## src/rtl/bcd_pkg.sv

```systemverilog
// ---------------------------------------------------------------------------
// bcd_pkg
// Shared definitions for the sequential binary-to-BCD converter:
//   - BCD_NIBBLE : width of one packed BCD digit
//   - state_t    : converter FSM encoding (2'd3 is unused and recovers to IDLE)
// ---------------------------------------------------------------------------
package bcd_pkg;

  localparam int BCD_NIBBLE = 4;

  typedef enum logic [1:0] {
    ST_IDLE  = 2'd0,
    ST_SHIFT = 2'd1,
    ST_DONE  = 2'd2,
    ST_RSVD  = 2'd3
  } state_t;

endpackage

```

## src/rtl/bcd_add3.sv

```systemverilog
// ---------------------------------------------------------------------------
// bcd_add3
// Combinational double-dabble nibble corrector: adds 3 to a BCD digit that is
// 5 or more so that the following left shift carries correctly into the next
// decimal digit. The result is confined to 4 bits; nothing carries out.
// Ports:
//   nibble_in  in  4  BCD digit before correction
//   nibble_out out 4  corrected digit
// ---------------------------------------------------------------------------
module bcd_add3
  import bcd_pkg::*;
(
  input  logic [BCD_NIBBLE-1:0] nibble_in,
  output logic [BCD_NIBBLE-1:0] nibble_out
);

  assign nibble_out = (nibble_in >= 4'd5) ? (nibble_in + 4'd3) : nibble_in;

endmodule

```

## src/rtl/bin8_to_bcd_seq.sv

```systemverilog
// ---------------------------------------------------------------------------
// bin8_to_bcd_seq
// Sequential shift-and-add-3 (double-dabble) binary-to-BCD converter. Takes
// the 8-bit product of the 4x4 multiplier and produces packed hundreds/tens/
// ones digits for the display stage. One conversion in flight at a time.
// Ports:
//   clk    in   1          rising-edge clock
//   rst    in   1          asynchronous active-high reset
//   start  in   1          conversion request, only honoured in IDLE
//   bin    in   WIDTH      binary value, captured on the accept edge
//   busy   out  1          high while shifting
//   done   out  1          one-cycle pulse, bcd valid from this cycle on
//   bcd    out  4*DIGITS   [11:8] hundreds, [7:4] tens, [3:0] ones
// ---------------------------------------------------------------------------
module bin8_to_bcd_seq
  import bcd_pkg::*;
#(
  parameter int WIDTH  = 8,
  parameter int DIGITS = 3
) (
  input  logic                       clk,
  input  logic                       rst,
  input  logic                       start,
  input  logic [WIDTH-1:0]           bin,
  output logic                       busy,
  output logic                       done,
  output logic [BCD_NIBBLE*DIGITS-1:0] bcd
);

  localparam int BCD_W = BCD_NIBBLE * DIGITS;
  localparam int SR_W  = BCD_W + WIDTH;
  localparam int CNT_W = $clog2(WIDTH + 1);

  localparam logic [CNT_W-1:0] LAST_CNT = CNT_W'(WIDTH - 1);
  localparam logic [CNT_W-1:0] ONE_CNT  = CNT_W'(1);

  state_t            state;
  state_t            state_next;
  logic [SR_W-1:0]   shift_reg;
  logic [SR_W-1:0]   corrected;
  logic [SR_W-1:0]   shifted;
  logic [CNT_W-1:0]  count;
  logic              last_shift;

  // Per-digit add-3 correction; the binary part of the register passes as-is.
  for (genvar i = 0; i < DIGITS; i++) begin : g_digit
    bcd_add3 u_add3 (
      .nibble_in  (shift_reg[WIDTH + BCD_NIBBLE*i +: BCD_NIBBLE]),
      .nibble_out (corrected[WIDTH + BCD_NIBBLE*i +: BCD_NIBBLE])
    );
  end

  assign corrected[WIDTH-1:0] = shift_reg[WIDTH-1:0];
  assign shifted              = corrected << 1;

  // The shift taken while count is WIDTH-1 is the WIDTH-th and final one.
  assign last_shift = (count == LAST_CNT);

  // Next-state logic for the converter FSM.
  always_comb begin
    state_next = ST_IDLE;
    case (state)
      ST_IDLE: begin
        if (start) begin
          state_next = ST_SHIFT;
        end else begin
          state_next = ST_IDLE;
        end
      end
      ST_SHIFT: begin
        if (last_shift) begin
          state_next = ST_DONE;
        end else begin
          state_next = ST_SHIFT;
        end
      end
      ST_DONE: begin
        state_next = ST_IDLE;
      end
      default: begin
        state_next = ST_IDLE;
      end
    endcase
  end

  // State register; busy/done are registered decodes of the next state so
  // they track the state exactly and can never be high together.
  always_ff @(posedge clk or posedge rst) begin
    if (rst) begin
      state <= ST_IDLE;
      busy  <= 1'b0;
      done  <= 1'b0;
    end else begin
      state <= state_next;
      busy  <= (state_next == ST_SHIFT);
      done  <= (state_next == ST_DONE);
    end
  end

  // Datapath: load on accept, correct-and-shift while busy, capture the
  // result only on the final shift so bcd holds steady during SHIFT.
  always_ff @(posedge clk or posedge rst) begin
    if (rst) begin
      shift_reg <= {SR_W{1'b0}};
      count     <= {CNT_W{1'b0}};
      bcd       <= {BCD_W{1'b0}};
    end else begin
      case (state)
        ST_IDLE: begin
          if (start) begin
            shift_reg <= {{BCD_W{1'b0}}, bin};
            count     <= {CNT_W{1'b0}};
          end
        end
        ST_SHIFT: begin
          shift_reg <= shifted;
          count     <= count + ONE_CNT;
          if (last_shift) begin
            bcd <= shifted[SR_W-1 -: BCD_W];
          end
        end
        default: begin
          shift_reg <= shift_reg;
        end
      endcase
    end
  end

endmodule

```

## config.mk

```make
export PLATFORM = sky130hd
export DESIGN_NAME = bin8_to_bcd_seq
export DESIGN_NICKNAME = d
export VERILOG_FILES = /design/src/rtl/bcd_pkg.sv /design/src/rtl/bcd_add3.sv /design/src/rtl/bin8_to_bcd_seq.sv
export SDC_FILE = /design/constraint.sdc
export NUM_CORES = 1
export LEC_CHECK = 0
export ABC_AREA = 0
export CAP_MARGIN = 20
export CORE_ASPECT_RATIO = 1.4
export CORE_MARGIN = 2
export CORE_UTILIZATION = 55
export DETAILED_ROUTE_END_ITERATION = 10
export MAX_ROUTING_LAYER = met4
export PLACE_DENSITY = 0.8
export SYNTH_ARGS = -nofsm -noshare
export SYNTH_HDL_FRONTEND = slang
export SYNTH_SLANG_ARGS = --single-unit
```

## constraint.sdc

```tcl
create_clock -name clk -period 3.35 [get_ports clk]
set_input_delay 0.335 -clock clk [delete_from_list [all_inputs] [get_ports clk]]
set_output_delay 0.335 -clock clk [all_outputs]
set_load 0.03 [all_outputs]
```

---- Word level (Yosys, flattened, before mapping) ----
Index checks and enable logic that the tools add are counted.
operators by class
  add/subtract/negate cells ............... 4
  $lt $le $gt $ge ......................... 3
  eq/ne operators ......................... 5
  mux-type cells .......................... 10
  reductions and logical operators ........ 4
operators by type and width
  operator                                                                              number
  20-bit one-hot mux with 2 select lines                                                1
  20-bit two-way mux                                                                    1
  4-bit by 3-bit greater-or-equal comparator with 1-bit output (second input constant)  3
  4-bit two-way mux                                                                     3
  4-bit by 2-bit adder with 4-bit output (second input constant)                        2
  4-bit one-hot mux with 2 select lines                                                 1
  4-bit by 1-bit adder with 4-bit output (second input constant)                        1
  2-bit by 1-bit equality test with 1-bit output (second input constant)                2
  4-bit by 3-bit equality test with 1-bit output (second input constant)                1
  2-bit one-hot mux with 2 select lines                                                 1
  2-bit AND reduction                                                                   2
  3-bit by 2-bit adder with 3-bit output (second input constant)                        1
  3-bit two-way mux                                                                     1
  2-bit equality test (second input constant)                                           1
  2-bit zero test                                                                       1
  2-bit two-way mux                                                                     1
  2-bit inequality test (second input constant)                                         1
  2-bit nonzero test                                                                    1
  1-bit two-way mux                                                                     1
storage, ports and cells
  bits in registers ....................... 40
  word-level logic and storage cells ...... 32

---- Depth between registers and ports, before layout ----
Gate-level depths: netlist of run 1.
  word-level depth ........................ 4
  mapped depth ............................ 7
  depth with buffers taken out ............ 6

---- Hierarchy ----
Synthesis of run 1 repeated with hierarchy kept, for this count alone.
unflattened totals
  cell total of the unflattened synthesis .. 164
  area, all modules ....................... 1948.1 sq um
modules (own cells, without submodules)
  module           times used  cells each  area an instance (sq um)  sequential area each (sq um)
  bin8_to_bcd_seq  1           116         1644.1                    1001.0
  bcd_add3         3           16          101.3                     0.0

---- Worst setup path after synthesis of run 1 ----
Ideal clock, no wire load.
  kind .................................... register -> register
  start point ............................. reg shift_reg[12]
  end point ............................... reg bcd[6]
  library setup time ...................... 0.083 ns
  data arrival time ....................... 1.415 ns
  path slack .............................. 1.852 ns
  cell stages (with the launch flop) ...... 6
  path buffers ............................ 0
  clock period less this slack ............ 1.498 ns
  cells stage by stage .................... dfrtp_1 > ha_1 > nand2b_1 > a21oi_1 > mux2_2 > o21ai_0
between the ends
  longest elaborated chain between the ends .. 2
  elaborated cells on any way between the ends .. 3
ends and longest elaborated chain
  item                                                                                                                    line                    RTL
  start, declared                                                                                                         bin8_to_bcd_seq.sv:39   logic [SR_W-1:0] shift_reg;
  start signal, assigned                                                                                                  bin8_to_bcd_seq.sv:104  shift_reg <= {SR_W{1'b0}};
  start signal, assigned                                                                                                  bin8_to_bcd_seq.sv:111  shift_reg <= {{BCD_W{1'b0}}, bin};
  start signal, assigned                                                                                                  bin8_to_bcd_seq.sv:116  shift_reg <= shifted;
  4-bit by 2-bit adder with 4-bit output or 4-bit by 3-bit greater-or-equal comparator with 1-bit output (tied branches)  bcd_add3.sv:17          assign nibble_out = (nibble_in >= 4'd5) ? (nibble_in + 4'd3) : nibble_in;
  4-bit two-way mux (*)                                                                                                   bcd_add3.sv:17
  end signal, assigned                                                                                                    bin8_to_bcd_seq.sv:106  bcd <= {BCD_W{1'b0}};
  end signal, assigned                                                                                                    bin8_to_bcd_seq.sv:119  bcd <= shifted[SR_W-1 -: BCD_W];
  end, declared                                                                                                           bin8_to_bcd_seq.sv:27   output logic [BCD_NIBBLE*DIGITS-1:0] bcd
Mark *: on every way between the ends. The rest lies on a longest branch, timed or not.
A chain may end at the register's enable or synchronous reset.

---- Worst setup path in the final report of run 1 ----
  start point ............................. reg state[0]
  end point ............................... reg bcd[5]
between the ends
  longest elaborated chain between the ends .. 2
ends and longest elaborated chain
  item                                            line                    RTL
  start, declared                                 bin8_to_bcd_seq.sv:37   state_t state;
  start signal, assigned                          bin8_to_bcd_seq.sv:94   state <= state_next;
  2-bit by 1-bit equality test with 1-bit output  bin8_to_bcd_seq.sv:108  case (state)
  2-bit AND reduction (no line)                   -
Every way passes these cells.

==> results.toml, run 1 <==
[clock_tree]
cts.repair.resized = 0
numCtsBuffers = 5
cts_tree = "built"
hold_buffers = 0
cts_buffer_depth = 2
cts_setup_buffers = 0
clk_pin_slew_ns = 0.08
h-tree-depth = 2
cts.sinks = 40
ctsRootBufferMaster = "clkbuf_8"
clkLatencyLatePin_ns = 0.29

[drt]
drt-total-wl_mm = 3.71
route.vias.total = 1321
dr.pass1.iters = 4
wl_per_cell_um = 15.7
viasPerCell = 5.60
drtIter0Drc = 44
drc = 0
final_antenna_net_count = 0

[timing]
min_period_ns = 1.97
hold_slack_ns = 0.466
setup_tns_ns = 0
post-route-period-util_pct = 58.7
worstMarginPinSlew_ns = 1.01
hold_viol = 0
drv_slew = 0
clock.fmax_mhz = 509
slew_headroom_pct = 32.4
fin_skew_ns = 0.00723
rsz0062_at_grt = "no"
setup_violations = 0

[worst_setup_path]
cp_slowest_cell = "dfrtp_1"
cp-end-kind = "register"
crit_chain = "nor2b_4 > nand4_4 > clkinv_2 > mux2_2"
worst-setup-path-type = "register to register"
critPathMaxFanout = 18
critPathBufInv = 1
required_ns = 3.53
crit_family = "flip-flops"
critical_path.max_stage_delay_ns = 0.72
critPathArrivalTime_ns = 2.15
cp-start-kind = "register"

[global_route]
grt_pass1_wl_mm = 6.29
antenna_found_initial = 0
grt_pass1_vias = 1360
grt_use_total_pct = 23.3
grt_max_degree = 41
grt-ovfl-total = 0

[layout]
layout_common_cells = "40 x dfrtp_1, 27 x nand2_1, 24 x clkdlybuf4s50_1, 23 x o21ai_0"
n_fill_cell = 239
syn2layout_area_growth_pct = 18.2
final_common_cell = "dfrtp_1"
largest_reg_flops = 20
fin_nets = 214
fin_area_um2 = 2190
diodes = 0
layout-drive-gt1-share_pct = 9.64

[placement]
dp_hpwl_mm = 2.65
io_buffers = 24
dpl_cell_area_um2 = 2100
gp_congestion = 0.803

[job]
drv_cap = 0

[logic_synthesis]
syn-cell-area_um2 = 1850
synth_nets = 190
avgSynthCellArea_um2 = 10.8
ys_warn_count = 0
yosys.cell_types.count = 31
synth_cells = 172
ys_ff_latch = 40
yosysSeqAreaShare_pct = 54.0

[min_path]
hold_path_class = "primary input to asynchronous set/reset pin"

[pwr]
clkPwrFrac_pct = 14.3
p_int_w = 0.00136
pwr-share-seq_pct = 39.0
p_comb_share_pct = 46.7
irDropWorstVdd_mv = 0.567
swShare_pct = 41.3
power_density_nw_per_um2 = 1060
switching_power_w = 0.000960
leakage_nw = 0.979

[status]
status = "finished, final reports clean"

[die]
chipHeight_um = 72.7
die-area_um2 = 3860
io_pins = 25
rows = 24
start_util_pct = 58.8
coreArea_um2 = 3150
die_w_um = 53.1
[metrics by stage]
stage / cells / setup slack (ns) / util (%) / total power (W)
after global placement: 228 / 1.46 / 66.6 / 0.00195
final: 236 / 1.38 / 69.5 / 0.00232
after CTS: 236 / 1.37 / 69.5 / 0.00234
after global routing: 236 / 1.28 / 69.5 / 0.00249
after detailed placement: 228 / 1.39 / 66.6 / 0.00201
after floorplan: 172 / 1.85 / - / 0.00167
[power by group through the flow]
stage	registers [W]	clock network [W]	logic, W
after global routing	0.000931	0.000351	0.00121
after CTS	0.000905	0.000337	0.00110
final	0.000906	0.000331	0.00108
after floorplan	0.000982	0	0.000684
after global placement	0.000901	0	0.00104
after detailed placement	0.000911	0	0.00110
[logic make-up (layout without fill, tap and decap cells)]
family,after synthesis,count (layout),synth area share (%)
fa+ha+maj,7,7,4.73
compound gates,53,53,18.5
simple gates,43,43,11.8
mux,7,7,4.59
buf+inv,19,44,4.93
xor+xnor,3,3,1.42
flops,40,40,54.0
[final cells by class]
class / instances / area, um2 / share of cell area, %
tap: 39 / 48.8 / 2.23
clock buffer: 8 / 90.1 / 4.11
timing repair buffer: 25 / 248 / 11.3
inverter: 11 / 42.5 / 1.94
sequential: 40 / 1000 / 45.7
multi-input combinational: 113 / 761 / 34.7
[final timing paths]
check	end	depth (start not counted)	from	slack [ns]
worst min-delay path	shift_reg[10]	3	rst	0.47
worst max-delay path	bcd[5]	4	state[0]	1.38
max in group asynchronous	shift_reg[14]	3	rst	2.54
worst min register to register	bcd[0]	2	bcd[0]	0.49
min in group clk	bcd[0]	2	bcd[0]	0.49
worst max register to register	bcd[5]	4	state[0]	1.38
[worst min-delay path: cells and delay by family]
family / cells / cell delay, ns
buf+inv: 3 / 0.87
[metal layers]
metal	track usage (%)	up-vias	wire length [um]
met5	-	-	0
met1	25.9	646	1550
li1	-	645	-
met3	5.74	6	117
met2	40.3	24	1990
met4	7.41	0	54
[synth_stat cells]
cell type | count | area, um2
clkinv_2 | 1 | 5.00
a22o_1 | 10 | 87.6
a21oi_1 | 5 | 25.0
o21ai_2 | 1 | 8.76
dfrtp_1 | 40 | 1000
a22oi_1 | 7 | 52.6
mux2_4 | 2 | 30.0
buf_6 | 2 | 22.5
nor2b_1 | 1 | 6.26
buf_2 | 3 | 15.0
nand3_1 | 1 | 5.00
buf_1 | 1 | 3.75
mux2_2 | 4 | 45.0
a21o_1 | 1 | 7.51
nor2_1 | 4 | 15.0
nand4_4 | 1 | 21.3
clkbuf_1 | 2 | 7.51
o21ai_0 | 23 | 115
nor3_1 | 1 | 5.00
a41oi_1 | 2 | 17.5
ha_1 | 7 | 87.6
a32o_1 | 1 | 10.0
inv_1 | 10 | 37.5
a31oi_1 | 3 | 18.8
xnor2_1 | 3 | 26.3
nand2_1 | 27 | 101
or3b_2 | 2 | 17.5
nor2b_4 | 1 | 13.8
mux2i_1 | 1 | 10.0
nand2b_1 | 3 | 18.8
nor3b_1 | 2 | 15.0
Power figures use the tool's default switching activity.
==> inputs of run 2 (changes only) <==
Settings changed: CORE_UTILIZATION 55 to 48, PLACE_DENSITY 0.8 to 0.74.
Clock period 3.35 ns to 1.7 ns, I/O delays scaled along.
==> run 2 against run 1 <==
  * Critical path depth grew 1
  * Non-clock buffer count grew 9
  * Hold slack lost 0.16 ns
  * Critical endpoint is now bcd[2]
  * Largest power group unchanged
  * Clock skew shrank 0.00069 ns
  * Register-to-register slack lost 1.3 ns
  * Utilization shrank 7.0 points
  * First-iteration DRC count grew 23%
  * Clock power grew 140%
  * Total power grew 110%
  * Fmax grew 25%
==> results.toml, run 2 (same netlist as run 1, synthesis figures left out) <==
[clock_tree]
cts_buffer_depth = 2
h-tree-depth = 2
clk_pin_slew_ns = 0.08
numCtsBuffers = 5
cts_tree = "built"
cts_setup_buffers = 0
cts.sinks = 40
ctsRootBufferMaster = "clkbuf_8"
clkLatencyLatePin_ns = 0.30

[pwr]
irDropWorstVdd_mv = 1.32
swShare_pct = 39.9
switching_power_w = 0.00192
p_int_w = 0.00290
power_density_nw_per_um2 = 2100
pwr-share-seq_pct = 35.7
leakage_nw = 1.03
p_comb_share_pct = 48.2
clkPwrFrac_pct = 16.1

[drt]
dr.pass1.iters = 4
drt-total-wl_mm = 3.75
drtIter0Drc = 54
viasPerCell = 5.58
drc = 0
wl_per_cell_um = 15.1
route.vias.total = 1383
final_antenna_net_count = 0

[timing]
clock.fmax_mhz = 635
slew_headroom_pct = 66.5
drv_slew = 0
min_period_ns = 1.58
setup_tns_ns = 0
post-route-period-util_pct = 92.7
final.setup.worst_slack_ns = 0.125
hold_viol = 0
worstMarginPinSlew_ns = 0.503
fin_skew_ns = 0.00654
setup_violations = 0

[die]
die_w_um = 56.5
start_util_pct = 50.4
die-area_um2 = 4380
chipHeight_um = 77.5
coreArea_um2 = 3680
rows = 26
io_pins = 25

[placement]
dpl_cell_area_um2 = 2170
gp_congestion = 0.757
io_buffers = 24
pre_cts_ws_ns = 0.0230
place_inst = 240
dp_hpwl_mm = 2.72

[layout]
n_fill_cell = 320
largest_reg_flops = 20
diodes = 0
instances_no_fill = 248
fin_nets = 223
layout-drive-gt1-share_pct = 16.5
fin_area_um2 = 2300
syn2layout_area_growth_pct = 23.9
final_common_cell = "dfrtp_1"
layout_common_cells = "39 x dfrtp_1, 27 x nand2_1, 24 x clkdlybuf4s50_1, 22 x o21ai_0"

[worst_setup_path]
crit_family = "flip-flops"
critPathArrivalTime_ns = 1.80
cp_slowest_cell = "dfrtp_1"
required_ns = 1.92
critical_path.max_stage_delay_ns = 0.44
critPathMaxFanout = 5
worst-setup-path-type = "register to register"
crit_chain = "ha_1 > nand2b_1 > a21oi_2 > mux2_2 > o21ai_0"
critPathBufInv = 0
cp-start-kind = "register"
cp-end-kind = "register"

[global_route]
grt_max_degree = 41
grt_use_total_pct = 20.0
grt-ovfl-total = 0
grt_pass1_wl_mm = 6.51
grt_pass1_vias = 1440
antenna_found_initial = 0

[job]
drv_cap = 0

[min_path]
hold_path_class = "primary input to asynchronous set/reset pin"

[status]
status = "finished, final reports clean"
## run 2: cell types whose count changed in the layout (fill, tap and decap cells not counted), moves of 2 or more
cell      previous run  this run
buf_4                1        10
clkbuf_1             2         0
a21oi_1              5         2
a21oi_2              0         3
## run 2: area by class of cell
type	instances	area, um2	area share [%]
flip-flops and latches	40	1000	43.7
multi-input cells	113	772	33.6
repair buffers	34	315	13.7
clock buffers	5	68.8	3.00
well taps	42	52.6	2.29
clock inverters	3	42.5	1.85
inverters	11	42.5	1.85
## run 2: metrics by stage
step | utilization, % | hold WS, ns | power [W]
after floorplan | - | 0.332 | 0.00328
after global placement | 59.1 | 0.459 | 0.00393
after detailed placement | 59.1 | 0.462 | 0.00405
after CTS | 62.1 | 0.317 | 0.00483
after global routing | 62.5 | 0.346 | 0.00521
final | 62.5 | 0.308 | 0.00483
## run 2: power groups by stage
stage	logic, W	registers [W]	clock network, W
2_1_floorplan	0.00135	0.00193	0
3_3_place_gp	0.00224	0.00170	0
3_5_place_dp	0.00232	0.00173	0
4_1_cts	0.00233	0.00171	0.000795
5_1_grt	0.00259	0.00178	0.000834
6_report	0.00233	0.00172	0.000778
## run 2: per-layer routing
metal	routed length (um)	part of all wire, %	GRT usage [%]	vias up
li1	-	-	-	663
met1	1500	40	21.5	684
met2	2040	54	33.8	27
met3	111	3.0	4.17	9
met4	97	2.6	11.2	0
met5	0	0	-	-
## run 2: worst register-to-register path, stage by stage (launching register included)
cell,delay (ns)
dfrtp_1,0.44
ha_1,0.22
nand2b_1,0.16
a21oi_2,0.18
mux2_2,0.36
o21ai_0,0.13
## run 2: final timing paths
check                              from            end  slack (ns)  depth (start not counted)
max                        shift_reg[8]         bcd[2]        0.12                          5
min                                 rst         bcd[1]        0.31                          3
max reg2reg                shift_reg[8]         bcd[2]        0.12                          5
min reg2reg                      bcd[0]         bcd[0]        0.48                          2
max in group asynchronous           rst  shift_reg[12]        1.02                          3
min in group clk                 bcd[0]         bcd[0]        0.48                          2
## run 2: timing repair
item / CTS / global route
setup endpoints to repair: 0 / 6
resized for setup: 0 / 5
hold buffers: 0 / 0
==> inputs of run 3 (changes only) <==
Settings changed: GPL_TIMING_DRIVEN from default to 0.
==> run 3 against run 2 <==
  * Wire length up 3.0%
  * Utilization down 1.2 points
  * Global-route usage up 0.32 points
  * Sequential share of layout area up 0.77 points
  * Die area unchanged
  * Register-to-register slack worse by 0.05 ns
  * Combinational power about the same
  * Fmax down 2.8%
  * Via count up 0.51%
  * Non-clock buffer count down 2
  * Highest routed layer unchanged
==> results.toml, run 3 (same netlist as run 1, synthesis figures left out) <==
[worst_setup_path]
cp-end-kind = "register"
crit_family = "flip-flops"
cp-start-kind = "register"
required_ns = 1.91
critical_path.max_stage_delay_ns = 0.44
critPathArrivalTime_ns = 1.83
crit_chain = "ha_1 > nand2b_1 > a21oi_2 > mux2_2 > o21ai_0"
critPathBufInv = 0
worst-setup-path-type = "register to register"
critPathMaxFanout = 5
cp_slowest_cell = "dfrtp_1"

[clock_tree]
cts.sinks = 40
cts_buffer_depth = 2
cts_setup_buffers = 0
clk_pin_slew_ns = 0.07
numCtsBuffers = 5
hold_buffers = 0
ctsRootBufferMaster = "clkbuf_8"
cts_tree = "built"
clkLatencyLatePin_ns = 0.30
h-tree-depth = 2

[timing]
drv_slew = 0
hold_viol = 0
fin_skew_ns = 0.00584
slew_headroom_pct = 46.4
setup_tns_ns = 0
setup_violations = 0
min_period_ns = 1.62
rsz0062_at_grt = "no"
worstMarginPinSlew_ns = 0.804
post-route-period-util_pct = 95.4
clock.fmax_mhz = 617

[die]
coreArea_um2 = 3680
rows = 26
die-area_um2 = 4380
io_pins = 25
die_w_um = 56.5
chipHeight_um = 77.5
start_util_pct = 50.4

[drt]
wl_per_cell_um = 15.8
drc = 0
viasPerCell = 5.67
final_antenna_net_count = 0
drt-total-wl_mm = 3.86
drtIter0Drc = 31
route.vias.total = 1390
dr.pass1.iters = 4

[global_route]
antenna_found_initial = 0
grt-ovfl-total = 0
grt_pass1_wl_mm = 6.57
grt_max_degree = 41
grt_pass1_vias = 1448
grt_use_total_pct = 20.3

[layout]
seq_area_um2 = 1000
final_common_cell = "dfrtp_1"
layout_common_cells = "40 x dfrtp_1, 27 x nand2_1, 24 x clkdlybuf4s50_1, 21 x o21ai_0, 10 x a22o_1"
fin_nets = 221
fin_area_um2 = 2250
n_fill_cell = 323
utilization_pct = 61.3
diodes = 0
layout-drive-gt1-share_pct = 13.8
largest_reg_flops = 20
multiInputGateArea_um2 = 772
syn2layout_area_growth_pct = 21.6

[pwr]
irDropWorstVdd_mv = 1.20
swShare_pct = 41.1
p_comb_share_pct = 49.6
p_int_w = 0.00279
pwr-share-seq_pct = 35.9
leakage_nw = 1.01
clkPwrFrac_pct = 14.5
power_density_nw_per_um2 = 2100
switching_power_w = 0.00195

[placement]
dp_hpwl_mm = 2.76
io_buffers = 24
gp_congestion = 0.771
dpl_cell_area_um2 = 2150

[status]
status = "finished, final reports clean"

[min_path]
hold_path_class = "primary input to asynchronous set/reset pin"

[job]
drv_cap = 0
[run 3: changes by cell type in the layout (fill, tap and decap cells not counted), sizes merged]
cell / before / now
buf: 10 / 6
clkbuf: 5 / 9
bufinv: 1 / 0
clkinv: 2 / 1
clkinvlp: 1 / 0
[run 3: path summary, 6_finish.rpt]
| check | depth (start not counted) | endpoint | start | slack [ns] |
|---|---|---|---|---|
| max in group asynchronous | 2 | count[1] | rst | 0.85 |
| max reg2reg | 5 | bcd[2] | shift_reg[8] | 0.08 |
| min reg2reg | 2 | bcd[0] | bcd[0] | 0.48 |
| max | 5 | bcd[2] | shift_reg[8] | 0.08 |
| min in group clk | 2 | bcd[0] | bcd[0] | 0.48 |
| min | 2 | shift_reg[6] | rst | 0.35 |
[run 3: per-stage QoR]
step | hold WS, ns | std cells | setup slack [ns] | power, W
floorplan | 0.332 | 172 | 0.202 | 0.00328
global placement | 0.459 | 238 | -0.187 | 0.00389
detailed placement | 0.463 | 238 | 0.00297 | 0.00403
CTS | 0.376 | 245 | 0.00541 | 0.00474
global route | 0.420 | 245 | 0.00194 | 0.00508
finish | 0.346 | 245 | 0.0790 | 0.00474
[run 3: power groups by stage]
stage               registers (W)  clock network, W  logic (W)
CTS                       0.00169          0.000702    0.00235
global placement          0.00168                 0    0.00221
finish                    0.00170          0.000689    0.00235
floorplan                 0.00193                 0    0.00135
global route              0.00176          0.000741    0.00258
detailed placement        0.00170                 0    0.00234
[run 3: cell type report]
type	instances	share of cell area [%]
Buffer	8	2.17
Sequential cell	40	44.4
Clock buffer	7	4.28
Multi-Input combinational cell	113	34.3
Inverter	11	1.89
Tap cell	42	2.33
Timing Repair Buffer	24	10.7
[run 3: what timing repair did]
action,CTS,global route
setup endpoints to repair,1,5
hold endpoints to repair,0,0
pin swaps,0,1
gates resized for setup,1,4
[run 3: metal layers]
layer  part of all wire (%)  GRT usage (%)  vias to the layer above
li1                       -              -                      659
met1                     40           20.7                      685
met2                     54           36.4                       40
met3                    4.2           4.50                        6
met4                    1.9           9.29                        0
met5                      0              -                        -
[run 3: worst reg2reg max path: stages (launching register included)]
cell	delay [ns]
dfrtp_1	0.44
ha_1	0.22
nand2b_1	0.16
a21oi_2	0.19
mux2_2	0.38
o21ai_0	0.16
